### src/rtl/nn_infer_seq.sv
`default_nettype none
// ============================================================================
// Module   : nn_infer_seq
// Purpose  : Inference sequencer. Sweeps the shared SRAM read address and
//            issues clear / accumulate / bias-add / result-latch strobes to
//            the MAC lanes for one inference pass, with BUSY/DONE status.
// Revision : 1.0  initial release
// ============================================================================
module nn_infer_seq #(
    parameter int ADR_W  = 10,
    parameter int RD_LAT = 1
) (
    input  logic             CLK,
    input  logic             RESET_X,
    input  logic             START,
    input  logic             ABORT,
    input  logic [ADR_W-1:0] N_LEN,
    output logic             MEM_RD,
    output logic [ADR_W-1:0] MEM_ADR,
    output logic             MAC_CLR,
    output logic             MAC_EN,
    output logic             BIAS_EN,
    output logic             RESULT_LATCH,
    output logic             BUSY,
    output logic             DONE
);

    typedef enum logic [2:0] {
        S_IDLE  = 3'd0,
        S_CLEAR = 3'd1,
        S_ACCUM = 3'd2,
        S_DRAIN = 3'd3,
        S_BIAS  = 3'd4,
        S_LATCH = 3'd5,
        S_FIN   = 3'd6
    } state_t;

    // Drain counter counts 0..RD_LAT-1; RD_LAT is at most 4, so 3 bits suffice.
    localparam logic [2:0] c_DRAIN_LAST = 3'(RD_LAT - 1);

    state_t            r_state;
    state_t            w_state_nxt;
    logic [ADR_W-1:0]  r_len;
    logic [ADR_W-1:0]  w_len_last;
    logic              w_adr_last;
    logic              w_drain_last;
    logic [2:0]        r_drain_cnt;
    logic [RD_LAT-1:0] r_rd_pipe;

    assign w_len_last   = r_len - ADR_W'(1);
    assign w_adr_last   = (MEM_ADR == w_len_last);
    assign w_drain_last = (r_drain_cnt == c_DRAIN_LAST);

    // Read data returns RD_LAT cycles after the strobe, so MAC_EN is the tap.
    assign MAC_EN = r_rd_pipe[RD_LAT-1];

    // State register.
    always_ff @(posedge CLK or negedge RESET_X) begin
        if (!RESET_X) begin
            r_state <= S_IDLE;
        end else begin
            r_state <= w_state_nxt;
        end
    end

    // Next-state decode; ABORT overrides everything, including START in IDLE.
    always_comb begin
        w_state_nxt = r_state;
        if (ABORT) begin
            w_state_nxt = S_IDLE;
        end else begin
            case (r_state)
                S_IDLE:  if (START) w_state_nxt = S_CLEAR;
                S_CLEAR: w_state_nxt = (r_len != '0) ? S_ACCUM : S_BIAS;
                S_ACCUM: if (w_adr_last) w_state_nxt = S_DRAIN;
                S_DRAIN: if (w_drain_last) w_state_nxt = S_BIAS;
                S_BIAS:  w_state_nxt = S_LATCH;
                S_LATCH: w_state_nxt = S_FIN;
                S_FIN:   w_state_nxt = S_IDLE;
                default: w_state_nxt = S_IDLE;
            endcase
        end
    end

    // Registered strobes decoded from the upcoming state so they align with it.
    always_ff @(posedge CLK or negedge RESET_X) begin
        if (!RESET_X) begin
            MEM_RD       <= 1'b0;
            MAC_CLR      <= 1'b0;
            BIAS_EN      <= 1'b0;
            RESULT_LATCH <= 1'b0;
            BUSY         <= 1'b0;
            DONE         <= 1'b0;
        end else begin
            MEM_RD       <= (w_state_nxt == S_ACCUM);
            MAC_CLR      <= (w_state_nxt == S_CLEAR);
            BIAS_EN      <= (w_state_nxt == S_BIAS);
            RESULT_LATCH <= (w_state_nxt == S_LATCH);
            BUSY         <= (w_state_nxt == S_CLEAR) || (w_state_nxt == S_ACCUM) ||
                            (w_state_nxt == S_DRAIN) || (w_state_nxt == S_BIAS)  ||
                            (w_state_nxt == S_LATCH);
            DONE         <= (w_state_nxt == S_FIN);
        end
    end

    // Address counter: zeroed on entry to CLEAR, advances once per ACCUM cycle,
    // holds otherwise. It stops at len-1 so it never wraps within a run.
    always_ff @(posedge CLK or negedge RESET_X) begin
        if (!RESET_X) begin
            MEM_ADR <= '0;
        end else if (w_state_nxt == S_CLEAR) begin
            MEM_ADR <= '0;
        end else if ((r_state == S_ACCUM) && (w_state_nxt == S_ACCUM)) begin
            MEM_ADR <= MEM_ADR + ADR_W'(1);
        end
    end

    // Length capture at run acceptance; later N_LEN changes are ignored.
    always_ff @(posedge CLK or negedge RESET_X) begin
        if (!RESET_X) begin
            r_len <= '0;
        end else if ((r_state == S_IDLE) && (w_state_nxt == S_CLEAR)) begin
            r_len <= N_LEN;
        end
    end

    // Drain cycle counter, restarts whenever DRAIN is not active.
    always_ff @(posedge CLK or negedge RESET_X) begin
        if (!RESET_X) begin
            r_drain_cnt <= '0;
        end else if (r_state == S_DRAIN) begin
            r_drain_cnt <= r_drain_cnt + 3'd1;
        end else begin
            r_drain_cnt <= '0;
        end
    end

    // Read-valid shift register; flushed on ABORT so no stale MAC_EN escapes.
    always_ff @(posedge CLK or negedge RESET_X) begin
        if (!RESET_X) begin
            r_rd_pipe <= '0;
        end else if (ABORT) begin
            r_rd_pipe <= '0;
        end else begin
            r_rd_pipe <= RD_LAT'({r_rd_pipe, MEM_RD});
        end
    end

endmodule
`default_nettype wire

### config.mk
export PLATFORM = sky130hd
export DESIGN_NAME = nn_infer_seq
export DESIGN_NICKNAME = d
export VERILOG_FILES = /design/src/rtl/nn_infer_seq.sv
export SDC_FILE = /design/constraint.sdc
export NUM_CORES = 1
export LEC_CHECK = 0
export ABC_AREA = 1
export BUFFER_PORTS_ARGS = -buffer_cell sky130_fd_sc_hd__buf_2
export CORE_MARGIN = 2
export CORE_UTILIZATION = 56
export DETAILED_ROUTE_END_ITERATION = 8
export GPL_TIMING_DRIVEN = 0
export HOLD_SLACK_MARGIN = 0.08
export PLACE_DENSITY = 0.88
export SETUP_SLACK_MARGIN = 0.05
export SLEW_MARGIN = 20
export SYNTH_ARGS = -nofsm -noshare
export SYNTH_HDL_FRONTEND = slang
export SYNTH_SLANG_ARGS = --single-unit
### constraint.sdc
create_clock -name CLK -period 2.2 [get_ports CLK]
set_input_delay 0.33 -clock CLK [delete_from_list [all_inputs] [get_ports CLK]]
set_output_delay 0.33 -clock CLK [all_outputs]
set_load 0.01 [all_outputs]
==> run_results.csv <==
group,metric,value,unit
yosys,synth_top_area_cell,"dfrtp_1",
grt,grt.overflow.total,0,
grt,grt_usage,22.22,%
critical_path,end_kind,"register",
critical_path,rr_endpoint,"r_len[0]$_DFFE_PN0P_",
worst_hold_path,holdPathEnd,"r_len[8]$_DFFE_PN0P_",
floorplan,fp.dieArea,4053,µm²
layout,n_antenna_cell,0,
floorplan,die_h,63.66,µm
layout,drive_above_1_share,27.19,%
placement,dp_hpwl,2942,µm
clock_network,cts_tree,"done",
grt,antenna_found_initial,0,
yosys,synth_cell_types,29,
sta,timing.hold.ws,0.1744,ns
placement,dpl-instance-area,2201,µm²
worst_hold_path,min_path_type,"input pin to register",
placement,io_buffers,30,
routing,antenna_left,0,
layout,area_growth_syn_to_layout,25.55,%
clock_network,clockRootBuffer,"clkbuf_4",
worst_hold_path,hp-start,"N_LEN[8]",
placement,pre_cts_ws,-0.1602,ns
clock_network,clkLatencyLatePin,0.34,ns
sta,finalWorstSetupSlack,0.01966,ns
floorplan,fp-row-count,21,
yosys,synth_edf_count,0,
critical_path,crit_required,2.44,ns
routing,drt-total-wl,4098,µm
yosys,synth_top_area_share,41.43,%
critical_path,cp_slowest_cell,"dfrtp_1",
yosys,ys_seq_area_share,41.43,%
sta,slew_headroom,52.98,%
routing,drt_first_pass_iters,4,
sta,rsz0062_at_grt,"true",
yosys,synth.area.top_cells,"dfrtp_1, nand2_1, inv_1, nand3_1, xor2_1",
pwr,leakage,1.411,nW
sta,finClkSkew,0.006257,ns
critical_path,slowest_delay,0.42,ns
sta,setup_violations,0,
floorplan,fp.coreArea,3390,µm²
critical_path,critPathKind,"register to register",
layout,fillCellCount,272,
sta,fin_crit,2.180,ns
critical_path,rr_worst_depth,18,
job,max_cap_viol_count,0,
sta,finalMaxSlewViolations,0,
sta,post-route-period-util,99.11,%
routing,via_per_inst,4.940,
routing,drc,0,
floorplan,io_pins,31,
layout,finalInstanceArea,2502,µm²
floorplan,fp.dieW,63.66,µm
grt,grt_pass1_vias,1674,
critical_path,worstPathMaxFanout,5,
critical_path,r2r_start,"r_len[0]$_DFFE_PN0P_",
yosys,synth_common_cells,"nand2_1, inv_1, dfrtp_1",
pwr,ir_worst_vdd,491.2,µV
routing,vias,1808,
sta,tightestPinTransition,0.7054,ns
yosys,syn_area,1993,µm²
routing,drt_iter0_drc,110,
sta,max_freq,0.4586,GHz
worst_hold_path,hold_depth,3,
clock_network,numCtsBuffers,5,
routing,wl_per_cell,11.20,µm
critical_path,path_cells,"inv_2 -> ha_4 -> inv_2 -> nand2_2 -> nand2_1 -> nand2_1 -> nor2_1 -> nand2_1 -> nor2_1 -> nand2_1 -> nor2_2 -> nand2_2 -> nand2_4 -> nand4_4 -> buf_6 -> clkbuf_16 -> nand2_1 -> nand2_1",
yosys,avgSynthCellArea,7.274,µm²
critical_path,r2r_slack,0.02,ns
layout,multi_input_area,1052,µm²
layout,nets,337,
critical_path,crit_top_cell,"nand2_1",
layout,finalNonFillerCells,366,
sta,hold_viol,0,
yosys,async_reset_ff_share,100.0,%
pwr,finalPower,1.972,mW
clock_network,htree_levels,2,
clock_network,clockBufferDepth,2,
clock_network,clk_pin_slew,0.10,ns
layout,regArea,825.8,µm²
pwr,p_per_area,788.1,nW/µm²
placement,gp_congestion,0.8315,
clock_network,clock_sinks,33,
critical_path,cp.arrival,2.42,ns
yosys,yosys.cell_count.top_type,"nand2_1",
yosys,synth_fp_nets,292,
critical_path,start_kind,"register",
floorplan,initial_core_util,58.80,%
status,status,"completed",
yosys,syn_inst,274,
grt,grt_start_max_net_pins,34,
yosys,ys_seq_elements,33,
grt,grt_pass1_wl,7093,µm
placement,dp_cells,350,
yosys,synthFlopType,"dfrtp_1",
yosys,yosysWarnings,0,
## metrics by stage
step | setup TNS, ns | util [%]
floorplan | 0 | -
global placement | -1.653 | 64.93
detailed placement | -2.628 | 64.93
CTS | 0 | 69.62
global route | -2.302 | 73.83
finish | 0 | 73.83
## timing repair
action,in CTS,in global routing
setup buffers,3,2
setup endpoints to repair,21,24
endpoints found under the hold margin,33,0
pin swaps,0,18
resized for setup,6,26
hold buffers,1,0
gates cloned,1,1
## cells in the final DEF, fill, tap and decap left out, types with 3 or more instances in the layout
cell / n
buf_2: 33
a21oi_1: 3
nor2_2: 5
buf_4: 4
nor2_1: 16
dfrtp_1: 33
clkbuf_4: 5
nand3_1: 28
xor2_1: 10
xnor2_1: 4
ha_1: 3
nor3_1: 4
inv_1: 41
nand2_4: 4
nand2_2: 11
nand2_1: 75
inv_2: 6
nand3_2: 6
nand4_1: 4
## registers in the layout, indices dropped and copies added, names as in the netlist
signal / count
r_drain_cnt: 3
r_len: 10
MAC_EN: 1
BIAS_EN: 1
MEM_ADR: 10
BUSY: 1
DONE: 1
MEM_RD: 1
r_state: 3
RESULT_LATCH: 1
MAC_CLR: 1
## metal layers
layer	vias up	wire length, µm	track usage [%]	share of wire (%)
met3	9	194	4.107	4.7
met1	818	1790	27.42	44
li1	935	-	-	-
met5	-	0	0	0
met2	46	2020	38.16	49
met4	0	93	8.967	2.3
## critical path: cells and delay by family, from the launching register on
kind / cells / cell delay [ns]
fa+ha+maj: 1 / 0.20
buf+inv: 4 / 0.47
flops: 1 / 0.42
simple gates: 13 / 1.02
## report_power, final
part	switching, mW	leakage, nW	internal, mW
logic	0.376	0.914	0.272
registers	0.0868	0.442	0.677
clock network	0.209	0.0552	0.352
## final cells by class
cell class	count	share of cell area, %
buffer	5	1.900
clock buffer	5	1.500
clock inverter	3	2.600
inverter	47	7.050
multi-input combinational	189	42.05
sequential	33	33.00
tap	46	2.300
timing repair buffer	38	9.600
## cells by family after synthesis
family | Yosys count | synth area share, %
simple gates | 161 | 36.10
buf+inv | 52 | 10.86
flops | 33 | 41.43
xor+xnor | 14 | 6.152
compound gates | 10 | 2.950
fa+ha+maj | 4 | 2.511
## how the worst max path moves through the flow
| stage | to | start | depth (start not counted) | slack (ns) |
|---|---|---|---|---|
| finish | r_len[0]$_DFFE_PN0P_ | r_len[0]$_DFFE_PN0P_ | 18 | 0.02 |
| global route | r_len[0]$_DFFE_PN0P_ | r_len[0]$_DFFE_PN0P_ | 17 | -0.15 |
| CTS | r_len[1]$_DFFE_PN0P_ | r_len[0]$_DFFE_PN0P_ | 18 | 0.05 |
| detailed placement | r_len[1]$_DFFE_PN0P_ | r_len[0]$_DFFE_PN0P_ | 15 | -0.16 |
| global placement | r_len[3]$_DFFE_PN0P_ | r_len[0]$_DFFE_PN0P_ | 15 | -0.11 |
| floorplan | r_len[2]$_DFFE_PN0P_ | r_len[0]$_DFFE_PN0P_ | 15 | 0.17 |
Power figures use the tool's default switching activity.
